<file path="src/rtl/imm_gen_pipe.sv">
// rtl/imm_gen_pipe.sv - pipelined RV32I/RV64I immediate generator with a 2-entry output buffer
// Decodes the format and immediate on push; the consumer sees the head entry straight from storage.
module imm_gen_pipe #(
  parameter int XLEN       = 32,
  parameter bit SHAMT_ZEXT = 1'b1
) (
  input  logic            clk,
  input  logic            rst,
  input  logic            flush,
  input  logic            in_valid,
  output logic            in_ready,
  input  logic [31:0]     instr_word,
  output logic            out_valid,
  input  logic            out_ready,
  output logic [XLEN-1:0] imm,
  output logic [4:0]      rd,
  output logic [4:0]      rs1,
  output logic [4:0]      rs2,
  output logic [2:0]      fmt,
  output logic            illegal
);

  logic [31:0]     w_raw;
  logic [31:0]     w_shamt;
  logic [XLEN-1:0] w_imm;
  logic [2:0]      w_fmt;
  logic            w_illegal;
  logic [2:0]      w_funct3;
  logic            w_push;
  logic            w_pop;

  logic [XLEN-1:0] r_imm     [2];
  logic [4:0]      r_rd      [2];
  logic [4:0]      r_rs1     [2];
  logic [4:0]      r_rs2     [2];
  logic [2:0]      r_fmt     [2];
  logic            r_illegal [2];
  logic [1:0]      r_count;
  logic            r_wr_ptr;
  logic            r_rd_ptr;

  assign w_funct3 = instr_word[14:12];
  assign w_shamt  = (XLEN == 64) ? {26'd0, instr_word[25:20]} : {27'd0, instr_word[24:20]};

  // w_raw holds the immediate already sign-extended to 32 bits; the cast widens it to XLEN.
  always_comb begin
    w_raw     = 32'd0;
    w_fmt     = 3'd7;
    w_illegal = 1'b0;
    case (instr_word[6:0])
      7'b0110111, 7'b0010111: begin
        w_fmt = 3'd4;
        w_raw = {instr_word[31:12], 12'd0};
      end
      7'b1101111: begin
        w_fmt = 3'd5;
        w_raw = {{11{instr_word[31]}}, instr_word[31], instr_word[19:12],
                 instr_word[20], instr_word[30:21], 1'b0};
      end
      7'b0010011: begin
        w_fmt = 3'd1;
        if (SHAMT_ZEXT && (w_funct3 == 3'b001 || w_funct3 == 3'b101))
          w_raw = w_shamt;
        else
          w_raw = {{20{instr_word[31]}}, instr_word[31:20]};
      end
      7'b1100111, 7'b0000011, 7'b1110011: begin
        w_fmt = 3'd1;
        w_raw = {{20{instr_word[31]}}, instr_word[31:20]};
      end
      7'b0100011: begin
        w_fmt = 3'd2;
        w_raw = {{20{instr_word[31]}}, instr_word[31:25], instr_word[11:7]};
      end
      7'b1100011: begin
        w_fmt = 3'd3;
        w_raw = {{19{instr_word[31]}}, instr_word[31], instr_word[7],
                 instr_word[30:25], instr_word[11:8], 1'b0};
      end
      7'b0110011: begin
        w_fmt = 3'd0;
      end
      default: begin
        w_fmt     = 3'd7;
        w_illegal = 1'b1;
      end
    endcase
  end

  assign w_imm = XLEN'($signed(w_raw));

  assign in_ready  = (r_count != 2'd2) && !rst;
  assign out_valid = (r_count != 2'd0);
  assign w_push    = in_valid && in_ready;
  assign w_pop     = out_valid && out_ready;

  always_ff @(posedge clk or posedge rst) begin
    if (rst) begin
      r_count  <= 2'd0;
      r_wr_ptr <= 1'b0;
      r_rd_ptr <= 1'b0;
      for (int i = 0; i < 2; i++) begin
        r_imm[i]     <= '0;
        r_rd[i]      <= 5'd0;
        r_rs1[i]     <= 5'd0;
        r_rs2[i]     <= 5'd0;
        r_fmt[i]     <= 3'd0;
        r_illegal[i] <= 1'b0;
      end
    end else if (flush) begin
      r_count  <= 2'd0;
      r_wr_ptr <= 1'b0;
      r_rd_ptr <= 1'b0;
    end else begin
      if (w_push) begin
        r_imm[r_wr_ptr]     <= w_imm;
        r_rd[r_wr_ptr]      <= instr_word[11:7];
        r_rs1[r_wr_ptr]     <= instr_word[19:15];
        r_rs2[r_wr_ptr]     <= instr_word[24:20];
        r_fmt[r_wr_ptr]     <= w_fmt;
        r_illegal[r_wr_ptr] <= w_illegal;
        r_wr_ptr            <= ~r_wr_ptr;
      end
      if (w_pop)
        r_rd_ptr <= ~r_rd_ptr;
      if (w_push && !w_pop)
        r_count <= r_count + 2'd1;
      else if (w_pop && !w_push)
        r_count <= r_count - 2'd1;
    end
  end

  assign imm     = r_imm[r_rd_ptr];
  assign rd      = r_rd[r_rd_ptr];
  assign rs1     = r_rs1[r_rd_ptr];
  assign rs2     = r_rs2[r_rd_ptr];
  assign fmt     = r_fmt[r_rd_ptr];
  assign illegal = r_illegal[r_rd_ptr];

endmodule

</file>
<file path="config.mk">
export PLATFORM = sky130hd
export DESIGN_NAME = imm_gen_pipe
export DESIGN_NICKNAME = d
export VERILOG_FILES = /design/src/rtl/imm_gen_pipe.sv
export SDC_FILE = /design/constraint.sdc
export NUM_CORES = 1
export LEC_CHECK = 0
export ABC_AREA = 1
export BUFFER_PORTS_ARGS = -buffer_cell sky130_fd_sc_hd__clkbuf_2
export CORE_MARGIN = 2
export CORE_UTILIZATION = 50
export DETAILED_ROUTE_END_ITERATION = 6
export PLACE_DENSITY = 0.77
export SETUP_SLACK_MARGIN = 0.5
export SLEW_MARGIN = 20
export SYNTH_ARGS = -nofsm -noshare
export SYNTH_HDL_FRONTEND = slang
export SYNTH_SLANG_ARGS = --single-unit
</file>
<file path="constraint.sdc">
create_clock -name clk -period 3.8 [get_ports clk]
set_clock_uncertainty 0.15 [all_clocks]
set_input_delay 0.19 -clock clk [delete_from_list [all_inputs] [get_ports clk]]
set_output_delay 0.19 -clock clk [all_outputs]
set_load 0.005 [all_outputs]
</file>
# Yosys cells after proc, flatten, opt, wreduce, memory -nomap -nowiden
# Index checks and enable logic that the tools add are counted.
totals:
  regBits: 106
  word_cells: 100
op_classes:
  muxes: 43
  n_reduce_logical: 19
  bitwise: 5
  magnitude_cmp: 3
  n_eq_ne: 13
  n_addsub: 2
ops:
  columns: ["operator", "n"]
  rows:
  - ["$pmux 32 s6", 1]
  - ["$mux 32", 5]
  - ["$bwmux 64", 1]
  - ["$mux 5", 10]
  - ["$demux 32 s1", 1]
  - ["$bwmux 10", 3]
  - ["$eq 7x7->1 const B", 4]
  - ["$eq 7x6->1 const B", 3]
  - ["$pmux 3 s6", 1]
  - ["$eq 7x5->1 const B", 2]
  - ["$mux 3", 4]
  - ["$reduce_or 10->1", 1]
  - ["$mux 1", 9]
  - ["$eq 7x2->1 const B", 1]
  - ["$bwmux 6", 1]
  - ["$logic_and 1x1->1", 6]
  - ["$mux 2", 3]
  - ["$reduce_bool 2->1", 3]
  - ["$demux 5 s1", 1]
  - ["$ge 2x2->1 const B", 2]
  - ["$not 1->2", 2]
  - ["$reduce_or 4->1", 1]
  - ["$demux 3 s1", 1]
  - ["$eq 3x1->1 const B", 1]
  - ["other kinds (14)", 18]

# Logic depth before layout (Yosys ltp)
# Gate-level depths: netlist of run 1.
logic_depth:
  depth_word: 8
  mapped_depth: 10
  depth_no_buf: 10

# Worst setup path before layout of run 1
# No wires, ideal clock.
synth_path:
  path_type: "register to register"
  start: "reg r_count[1]"
  end: "reg r_fmt[0] (netlist name)"
  period_less_slack_ps: 1508
  path_buffers: 2
  path_slack_ps: 2292
  path_stages_with_launch: 7
  required_ps: 3527
  setup_ps: 123
  arrival_ps: 1235
  cell_sequence: "dfrtp_1 a21oi_4 nand4_2 buf_2 buf_6 nand2_1 nand2_1"
synth_via:
  elab_chain_len: 4
synth_lines:
  columns: ["element", "line_no", "text"]
  rows:
  - ["from (decl)", "38", "logic [1:0] r_count;"]
  - ["from (signal assigned)", "127", "r_count <= r_count + 2'd1;"]
  - ["from (signal assigned)", "129", "r_count <= r_count - 2'd1;"]
  - ["$ne 2x2->1", "92", "assign in_ready = (r_count != 2'd2) && !rst;"]
  - ["$logic_and 1x1->1", "92", null]
  - ["named net in_ready", "11", "output logic in_ready,"]
  - ["$logic_and 1x1->1", "94", "assign w_push = in_valid && in_ready;"]
  - ["$reduce_and 2->1 (no line)", null, null]
  - ["to (signal, indexed assignment)", "120", "r_fmt[r_wr_ptr] <= w_fmt;"]
  - ["to (decl)", "36", "logic [2:0] r_fmt [2];"]
# The timed path passes the listed nets, and every way through them passes these cells.
# A chain may end at the register's enable or synchronous reset.

# Worst setup path after layout of run 1
layout_path:
  start: "in rst"
  end: "reg r_imm[38] (netlist name)"
layout_via:
  elab_chain_len: 4
layout_lines:
  columns: ["element", "line_no", "text"]
  rows:
  - ["from (decl)", "8", "input logic rst,"]
  - ["$logic_not 1->1 (no line)", null, null]
  - ["$logic_and 1x1->1", "92", null]
  - ["$logic_and 1x1->1", "94", null]
  - ["$reduce_and 2->1 (no line)", null, null]
  - ["to (signal, indexed assignment)", "116", "r_imm[r_wr_ptr] <= w_imm;"]
  - ["to (decl)", "32", "logic [XLEN-1:0] r_imm [2];"]
# Every way passes these cells.

==> results of run 1 <==
[kinds of logic (layout without fill, tap and decap cells)]
family                    after synthesis  in the layout
and+or+nand+nor                       504            504
DFF                                   106            106
buffers and inverters                  90            177
AOI/OAI and AO/OA                      56             56
xor gates and xnor gates                1              1
[worst max-delay path, cell delays in order]
cell and delay, ns:
dlygate4sd3_1 0.54, clkbuf_2 0.15, a21oi_4 0.19, nand4_4 0.75, inv_2 0.92, nand3_1 0.17, nand2_1 0.10
[layer usage]
metal  share of wire (%)  up-vias  global-route usage, %
met1                  45     2305                   35.2
met5                   0        -                      0
met2                  47      166                   38.4
met3                 5.4       21                   3.38
met4                 2.0        0                   8.06
li1                    -     2466                      -
[cell usage after synthesis]
| cell | n | area, µm² |
|---|---|---|
| nand4_4 | 1 | 21.3 |
| o21ai_0 | 50 | 250 |
| or2_2 | 1 | 6.26 |
| a21oi_1 | 1 | 5.00 |
| nor2_2 | 3 | 18.8 |
| nand4_1 | 3 | 18.8 |
| nand3_2 | 4 | 40.0 |
| dfrtp_1 | 106 | 2650 |
| clkbuf_1 | 20 | 75.1 |
| xor2_1 | 1 | 8.76 |
| nor2_1 | 22 | 82.6 |
| a21oi_4 | 1 | 16.3 |
| buf_6 | 3 | 33.8 |
| nand4_2 | 2 | 25.0 |
| o21a_1 | 1 | 7.51 |
| nor2_4 | 1 | 11.3 |
| buf_4 | 2 | 15.0 |
| nand2_1 | 425 | 1600 |
| o21ai_1 | 2 | 10.0 |
| inv_2 | 10 | 37.5 |
| clkbuf_2 | 1 | 5.00 |
| nand3_1 | 25 | 125 |
| o22ai_1 | 1 | 6.26 |
| inv_1 | 45 | 169 |
| buf_8 | 1 | 15.0 |
| buf_2 | 8 | 40.0 |
| nand2_2 | 15 | 93.8 |
| nand2_4 | 2 | 22.5 |
[final timing paths]
check,endpoint,slack (ns)
max,r_imm[38],0.91
min,r_rs2[6],0.01
max reg2reg,r_imm[38],0.92
min reg2reg,r_imm[62],0.34
max in group asynchronous,r_imm[27],2.30
min in group asynchronous,r_rs2[5],0.37
[state kept, by name, indices dropped and copies added, names as in the netlist]
register   flops
r_rd          10
r_wr_ptr       1
r_rd_ptr       1
r_imm         64
r_rs2         10
r_fmt          6
r_rs1         10
r_illegal      2
r_count        2
[per-stage QoR]
stage	cell area, µm²	hold WS (ns)	instances	setup slack, ns
global placement	5870	0.235	951	0.974
detailed placement	5870	0.239	951	0.915
floorplan	5410	0.201	757	0.671
finish	6200	0.0134	980	0.910
CTS	6200	0.00294	980	0.879
global route	6200	0.0130	980	0.751
[what timing repair did]
| action | 4_1_cts | 5_1_grt |
|---|---|---|
| resized for setup | 0 | 0 |
| hold buffers | 13 | 0 |
| setup buffers | 0 | 0 |
| hold endpoints to repair | 78 | 0 |
[final cells by class]
class | instances | area [µm²] | area share (%)
Clock buffer | 11 | 141 | 2.28
Tap cell | 136 | 170 | 2.75
Clock inverter | 5 | 53.8 | 0.868
Inverter | 55 | 209 | 3.37
Sequential cell | 106 | 2650 | 42.8
Timing Repair Buffer | 106 | 606 | 9.77
Multi-Input combinational cell | 561 | 2360 | 38.2
[power breakdown]
group          internal (mW)  switching, mW  leakage, nW
Clock                  0.321          0.377        0.103
Combinational          0.295          0.485         2.25
Sequential              1.36          0.126         1.42
==> flow_summary.json, run 1 <==
{
  "status": "completed",
  "yosysSeqAreaShare_pct": 49.1,
  "synthMuxAreaShare_pct": 0,
  "grt_pass1_vias": 4502,
  "final_cell_mix": "nand2_1 (425), dfrtp_1 (105), clkbuf_2 (89)",
  "timing.critical_path.from": "rst",
  "cts_root_buffer": "clkbuf_8",
  "drtIter0Drc": 392,
  "synth_warnings": 0,
  "fin_setup_tns_ns": 0,
  "syn_area_per_cell_um2": 7.14,
  "antennaDiodeCount": 0,
  "syn-cell-area_mm2": 0.00541,
  "max-cap-violations": 0,
  "r2r_cells": 5,
  "synth_nets": 794,
  "slew_viol_final": 0,
  "ios": 90,
  "gp_congestion": 0.817,
  "die_area_mm2": 0.0117,
  "firstDrtPassIters": 5,
  "final_common_cell": "nand2_1",
  "synth-xor-area-share_pct": 0.162,
  "hold_path_startpoint": "instr_word[21]",
  "clk_latency_ns": 0.37,
  "vias": 4958,
  "grt_use_total_pct": 24.4,
  "grt.overflow.total": 0,
  "fp.coreArea_mm2": 0.0104,
  "cts_made_buffers": 9,
  "initial_core_util_pct": 51.9,
  "max_slew.worst_pin.slew_ns": 0.978,
  "syn_to_final_growth_pct": 14.6,
  "min_path_type": "primary input to flip-flop",
  "fin_util_pct": 59.5,
  "routedWlPerCell_um": 13.6,
  "peakVddDrop_mv": 0.290,
  "cts_sinks": 106,
  "endpoint_kind": "flip-flop",
  "cts_tree": "yes",
  "leakage_nw": 3.77,
  "numPortBuffers": 89,
  "synth-simple-area-share_pct": 38.1,
  "crit_arrival_ns": 3.05,
  "grt_max_degree": 70,
  "hold_depth": 3,
  "drc": 0,
  "reg2reg_from": "r_count[1]",
  "yosys.area_share.adder_pct": 0,
  "antenna_found_initial": 0,
  "clk_pin_slew_ns": 0.10,
  "path_class": "primary input to flip-flop",
  "synth_seq_cells": 106,
  "final_antenna_net_count": 0,
  "finalPower_mw": 2.96,
  "max_clock_freq_mhz": 346,
  "final-setup-viol-count": 0,
  "cellPowerDensity_mw_per_mm2": 478,
  "drive_gt1_share_pct": 17.8,
  "die_w_um": 108,
  "synth-compound-area-share_pct": 5.46,
  "max-clock-path-buffers": 2,
  "slew_headroom_pct": 34.7,
  "wl_um": 13400,
  "worstPathMaxFanout": 69,
  "hpwl_um": 8670,
  "worstPathRequired_ns": 3.96,
  "die_h_um": 108,
  "htree_levels": 3,
  "start_kind": "primary input",
  "final_hold_viol_count": 0,
  "fillers": 993,
  "vias_per_cell": 5.06,
  "layout.nets": 876,
  "fin_crit_ns": 2.89,
  "core.rowCount": 37,
  "grt_pass1_wl_um": 22300,
  "yosysUniqueCellTypes": 28,
  "timing.final.crit_share_pct": 76.0,
  "rsz0062_at_grt": "false",
  "synth_top_family_by_area": "simple AND/OR/NAND/NOR gates",
  "syn_inst": 757
}
(Power assumes the default switching activity.)
==> run 2: changes to the inputs <==
--- a/config.mk
+++ b/config.mk
@@ -5,12 +5,12 @@
 export SDC_FILE = /design/constraint.sdc
 export NUM_CORES = 1
 export LEC_CHECK = 0
-export ABC_AREA = 1
+export ABC_AREA = 0
 export BUFFER_PORTS_ARGS = -buffer_cell sky130_fd_sc_hd__clkbuf_2
 export CORE_MARGIN = 2
 export CORE_UTILIZATION = 50
 export DETAILED_ROUTE_END_ITERATION = 6
-export PLACE_DENSITY = 0.77
+export PLACE_DENSITY = 0.8
 export SETUP_SLACK_MARGIN = 0.5
 export SLEW_MARGIN = 20
 export SYNTH_ARGS = -nofsm -noshare
==> constraint.sdc (replaced) <==
create_clock -name clk -period 2.5 [get_ports clk]
set_clock_uncertainty 0.15 [all_clocks]
set_input_delay 0.125 -clock clk [delete_from_list [all_inputs] [get_ports clk]]
set_output_delay 0.125 -clock clk [all_outputs]
set_load 0.005 [all_outputs]
==> flow_summary.json, run 2 <==
{
  "status": "completed",
  "min_path_type": "primary input to flip-flop",
  "synth_edf_count": 0,
  "slew_headroom_pct": 49.2,
  "worstPathMaxFanout": 17,
  "power_switching_share_pct": 26.9,
  "syn_to_final_growth_pct": 20.2,
  "leakage_nw": 3.22,
  "path_buf_inv": 1,
  "yosysUniqueCellTypes": 52,
  "path_cells": "nor2b_4 > nor3_4 > buf_4 > nand2b_2 > nor2_1 > a211o_1",
  "clk_pin_slew_ns": 0.10,
  "rsz0062_at_grt": "true",
  "synth_top_area_share_pct": 50.2,
  "synthArstFlopShare_pct": 100,
  "endpoint_kind": "flip-flop",
  "cts_root_buffer": "clkbuf_8",
  "final_hold_viol_count": 0,
  "synth_common_cells": "nand2_1 (133), dfrtp_1 (106), mux2_2 (59)",
  "final_antenna_net_count": 0,
  "synth.area.top_cells": "dfrtp_1 (50%), mux2_2 (13%), nand2_1 (9.4%), a211o_1 (3.8%), nor2_1 (2.6%)",
  "grt_pass1_vias": 4168,
  "syn-cell-area_mm2": 0.00528,
  "syn_inst": 506,
  "final-setup-viol-count": 0,
  "fillers": 859,
  "fp.coreArea_mm2": 0.0103,
  "power_frac_seq_pct": 52.5,
  "grt_use_total_pct": 23.4,
  "htree_levels": 3,
  "die_area_mm2": 0.0114,
  "grt.overflow.total": 0,
  "yosysSeqAreaShare_pct": 50.2,
  "power_frac_clock_pct": 30.5,
  "netSwitchingPower_mw": 1.02,
  "core.rowCount": 37,
  "final_common_cell": "nand2_1",
  "hpwl_um": 8370,
  "drtIter0Drc": 292,
  "yosys.area.top_type": "dfrtp_1",
  "die_w_um": 107,
  "vias": 4157,
  "die_h_um": 107,
  "max-cap-violations": 0,
  "synth_seq_cells": 106,
  "grt_max_degree": 107,
  "multi_input_area_mm2": 0.00245,
  "seq_area_mm2": 0.00265,
  "max_slew.worst_pin.slew_ns": 0.759,
  "path_class": "flip-flop to flip-flop",
  "regMostFlops": "r_imm",
  "antennaDiodeCount": 0,
  "worstPathRequired_ns": 2.61,
  "largest_reg_flops": 64,
  "numPortBuffers": 89,
  "synth_warnings": 0,
  "drc": 0,
  "synth_nets": 543,
  "fin_crit_ns": 1.91,
  "final_cell_mix": "nand2_1 (133), dfrtp_1 (105), clkbuf_2 (89)",
  "max-clock-path-buffers": 2,
  "initial_core_util_pct": 51.4,
  "layout.nets": 647,
  "wl_um": 12600,
  "cts_made_buffers": 9,
  "clk_latency_ns": 0.37,
  "max_clock_freq_mhz": 524,
  "timing.final.crit_share_pct": 76.3,
  "vias_per_cell": 5.54,
  "drive_gt1_share_pct": 32.5,
  "cts_tree": "yes",
  "gp_congestion": 0.867,
  "grt_pass1_wl_um": 20900,
  "fin_setup_tns_ns": 0,
  "crit_slowest_cell": "dfrtp_1",
  "ios": 90,
  "routedWlPerCell_um": 16.7,
  "hold_ws_ns": 0.0454,
  "cts_sinks": 106,
  "peakVddDrop_mv": 0.383,
  "cellPowerDensity_mw_per_mm2": 595,
  "synthMostInstantiatedCell": "nand2_1",
  "antenna_found_initial": 0,
  "syn_area_per_cell_um2": 10.4,
  "p_comb_share_pct": 17.0,
  "p_int_mw": 2.76,
  "start_kind": "flip-flop",
  "max_stage_delay_ns": 0.45,
  "slew_viol_final": 0,
  "firstDrtPassIters": 4,
  "path_delay_family": "simple AND/OR/NAND/NOR gates",
  "yosys_most_used_dff": "dfrtp_1",
  "crit_arrival_ns": 2.02
}
## run 2: cells by family (layout without fill, tap and decap cells)
logic type / after synthesis / in the layout / share of synthesized area [%]
DFF: 106 / 106 / 50.2
and+or+nand+nor: 205 / 206 / 18.4
muxes: 60 / 60 / 12.8
buffers and inverters: 39 / 147 / 4.05
AOI/OAI and AO/OA: 94 / 94 / 14.3
xor gates and xnor gates: 2 / 2 / 0.332
## run 2: cell type report
class | count | area share [%]
clock buffers | 10 | 2.01
clock inverters | 6 | 1.40
inverters | 6 | 0.433
multi-input cells | 362 | 38.6
flip-flops and latches | 106 | 41.8
well taps | 136 | 2.68
repair buffers | 125 | 13.1
## run 2: metrics by stage
step / total power, mW / util [%] / area [µm²] / worst slack, ns / std cells
floorplan: 2.38 / - / 5290 / 0.789 / 506
global placement: 2.59 / 56.6 / 5820 / 0.472 / 705
detailed placement: 2.62 / 56.6 / 5820 / 0.411 / 705
CTS: 3.81 / 61.4 / 6310 / 0.499 / 749
global route: 3.97 / 61.8 / 6350 / 0.493 / 751
finish: 3.78 / 61.8 / 6350 / 0.593 / 751
## run 2: worst reg2reg max path, stage by stage (launching register included)
cell and delay, ns:
dfrtp_1 0.45, nor2b_4 0.29, nor3_4 0.10, buf_4 0.16, nand2b_2 0.27, nor2_1 0.13
a211o_1 0.26
## run 2: worst paths after layout
kind                                 from         to  slack [ns]  cells past startpoint
setup reg to reg               r_count[0]  r_imm[52]        0.59                      6
hold / removal             instr_word[31]  r_imm[46]        0.05                      3
min in group asynchronous             rst  r_imm[22]        0.43                      4
max in group asynchronous             rst   r_fmt[5]        1.32                      4
hold reg to reg                  r_rs2[0]   r_rs2[0]        0.33                      2
setup / recovery               r_count[0]  r_imm[52]        0.59                      6
## run 2: repair_timing
item                                    in CTS  in global routing
hold buffers                                27                  0
endpoints found under the setup margin      63                 41
gates resized for setup                      1                  5
gates cloned                                 0                  1
endpoints found under the hold margin      174                  0
setup buffers                                1                  1
pin swaps                                    0                  2
## run 2: routing by layer
layer,wire [µm],GRT usage (%),part of all wire (%)
met1,5390,31.7,43
met2,6400,38.6,51
met3,553,3.77,4.4
met4,232,7.79,1.8
met5,0,0,0
## run 2: power by group through the flow
stage	Clock (mW)	Combinational (mW)	Sequential [mW]
after floorplan	0	0.393	1.99
after global placement	0	0.581	2.01
after detailed placement	0	0.602	2.02
after CTS	1.18	0.643	1.98
after global routing	1.24	0.716	2.01
final	1.15	0.641	1.99
==> run 3: changes to the inputs <==
--- a/config.mk
+++ b/config.mk
@@ -10,7 +10,7 @@
 export CORE_MARGIN = 2
 export CORE_UTILIZATION = 50
 export DETAILED_ROUTE_END_ITERATION = 6
-export PLACE_DENSITY = 0.8
+export PLACE_DENSITY = 0.77
 export SETUP_SLACK_MARGIN = 0.5
 export SLEW_MARGIN = 20
 export SYNTH_ARGS = -nofsm -noshare
==> constraint.sdc (replaced) <==
create_clock -name clk -period 1.8 [get_ports clk]
set_clock_uncertainty 0.15 [all_clocks]
set_input_delay 0.09 -clock clk [delete_from_list [all_inputs] [get_ports clk]]
set_output_delay 0.09 -clock clk [all_outputs]
set_load 0.005 [all_outputs]
==> flow_summary.json, run 3 (synthesis results as in run 2) <==
{
  "min_path_type": "primary input to flip-flop",
  "antennaDiodeCount": 0,
  "numPortBuffers": 89,
  "grt_pass1_vias": 4951,
  "path_cells": "nor2b_4 > nor4b_4 > buf_4 > buf_6 > buf_6 > buf_6 > nand2_4 > o22a_1",
  "worstPathRequired_ns": 1.92,
  "hpwl_um": 8720,
  "clk_pin_slew_ns": 0.11,
  "drtIter0Drc": 566,
  "r2r_cells": 8,
  "fin_crit_ns": 1.87,
  "timing.final.crit_share_pct": 104,
  "final_common_cell": "dfrtp_1",
  "fin_area_mm2": 0.00797,
  "final-setup-viol-count": 43,
  "initial_core_util_pct": 51.4,
  "crit_top_cell": "buf_6",
  "core.rowCount": 37,
  "cts_made_buffers": 9,
  "cellPowerDensity_mw_per_mm2": 718,
  "rrSetupSlack_ns": -0.07,
  "fp.coreArea_mm2": 0.0103,
  "drc": 0,
  "reg2reg_from": "r_count[1]",
  "clk_latency_ns": 0.38,
  "max_clock_freq_mhz": 536,
  "firstDrtPassIters": 6,
  "grt.overflow.total": 0,
  "gp_congestion": 0.870,
  "drive_gt1_share_pct": 51.5,
  "holdPathEnd": "r_fmt[4]",
  "routedWlPerCell_um": 23.7,
  "finalWorstSetupSlack_ns": -0.0668,
  "grt_max_degree": 51,
  "path_delay_family": "buffers and inverters",
  "layout.cells.non_filler": 822,
  "final_hold_viol_count": 0,
  "vias": 5066,
  "hold_path_startpoint": "instr_word[3]",
  "worstPathMaxFanout": 4,
  "place_inst": 725,
  "r2r-end": "r_imm[11]",
  "grt_use_total_pct": 30.2,
  "placed_area_mm2": 0.00601,
  "ios": 90,
  "layout.nets": 718,
  "regMostFlops": "r_imm",
  "max-cap-violations": 0,
  "wl_um": 19500,
  "htree_levels": 3,
  "die_h_um": 107,
  "antenna_found_initial": 0,
  "crit_slowest_cell": "dfrtp_1",
  "final_cell_mix": "dfrtp_1 (104), clkbuf_2 (74), nand2_1 (73)",
  "slew_headroom_pct": 64.0,
  "status": "finished, violations left",
  "max_slew.worst_pin.slew_ns": 0.537,
  "path_class": "flip-flop to flip-flop",
  "path_buf_inv": 4,
  "final_antenna_net_count": 0,
  "cts_tree": "yes",
  "cts_root_buffer": "clkbuf_8",
  "max_stage_delay_ns": 0.40,
  "crit_arrival_ns": 1.99,
  "slew_viol_final": 0,
  "hold_depth": 3,
  "grt_pass1_wl_um": 26300,
  "hold_ws_ns": 0.0487,
  "die_w_um": 107,
  "max-clock-path-buffers": 2,
  "failed_checks": "negative setup slack",
  "endpoint_kind": "flip-flop",
  "rsz0062_at_grt": "true",
  "peakVddDrop_mv": 0.624,
  "vias_per_cell": 6.16,
  "start_kind": "flip-flop",
  "leakage_nw": 3.97,
  "cts_sinks": 106,
  "syn_to_final_growth_pct": 50.8,
  "die_area_mm2": 0.0114,
  "largest_reg_flops": 64
}
## run 3: repair_timing
item,in CTS,in global routing
hold endpoints to repair,89,0
endpoints found under the setup margin,157,159
buffers inserted,29,9
gates resized for setup,107,115
gates cloned,12,4
hold buffers,27,0
pin swaps,48,35
## run 3: report_power, final
| group | internal (mW) | switching, mW | leakage (nW) |
|---|---|---|---|
| Sequential | 2.63 | 0.223 | 1.40 |
| Clock | 0.543 | 0.980 | 0.100 |
| Combinational | 0.695 | 0.653 | 2.47 |
## run 3: final cells by class
type | instances | area, µm²
tap | 136 | 170
clock inverter | 7 | 70.1
sequential | 106 | 2660
clock buffer | 9 | 124
timing repair buffer | 197 | 2010
fill | 573 | 2310
inverter | 6 | 27.5
multi-input combinational | 361 | 2910
## run 3: how the worst max path moves through the flow
stage                  start   endpoint  slack (ns)  cells past startpoint
6_report          r_count[1]  r_imm[11]       -0.07                      8
2_1_floorplan     r_count[1]  r_imm[33]        0.09                      4
3_3_place_gp   instr_word[2]  r_imm[35]        0.06                      6
3_5_place_dp   instr_word[2]   r_imm[3]        0.04                      6
5_1_grt           r_count[1]  r_imm[11]       -0.09                      8
4_1_cts             r_rd_ptr     rs2[4]        0.03                      3
## run 3: through the flow
step | power [mW] | utilization [%] | setup slack, ns | TNS [ns]
floorplan | 3.32 | - | 0.0897 | 0
global placement | 3.65 | 58.5 | 0.0633 | 0
detailed placement | 3.68 | 58.5 | 0.0371 | 0
CTS | 5.31 | 71.8 | 0.0296 | 0
global route | 5.89 | 77.6 | -0.0855 | -2.73
finish | 5.72 | 77.6 | -0.0668 | -0.747
## run 3: worst register-to-register path, stage by stage (launching register included)
cell and delay (ns):
dfrtp_1 0.40, nor2b_4 0.16, nor4b_4 0.25, buf_4 0.17, buf_6 0.11, buf_6 0.13
buf_6 0.12, nand2_4 0.06, o22a_1 0.21
## run 3: layer usage
layer	GRT usage, %	up-vias	share of wire [%]
li1	-	2114	-
met1	38.3	2500	37
met2	49.9	355	50
met3	6.38	97	7.9
met4	13.4	0	5.3
met5	0	-	0
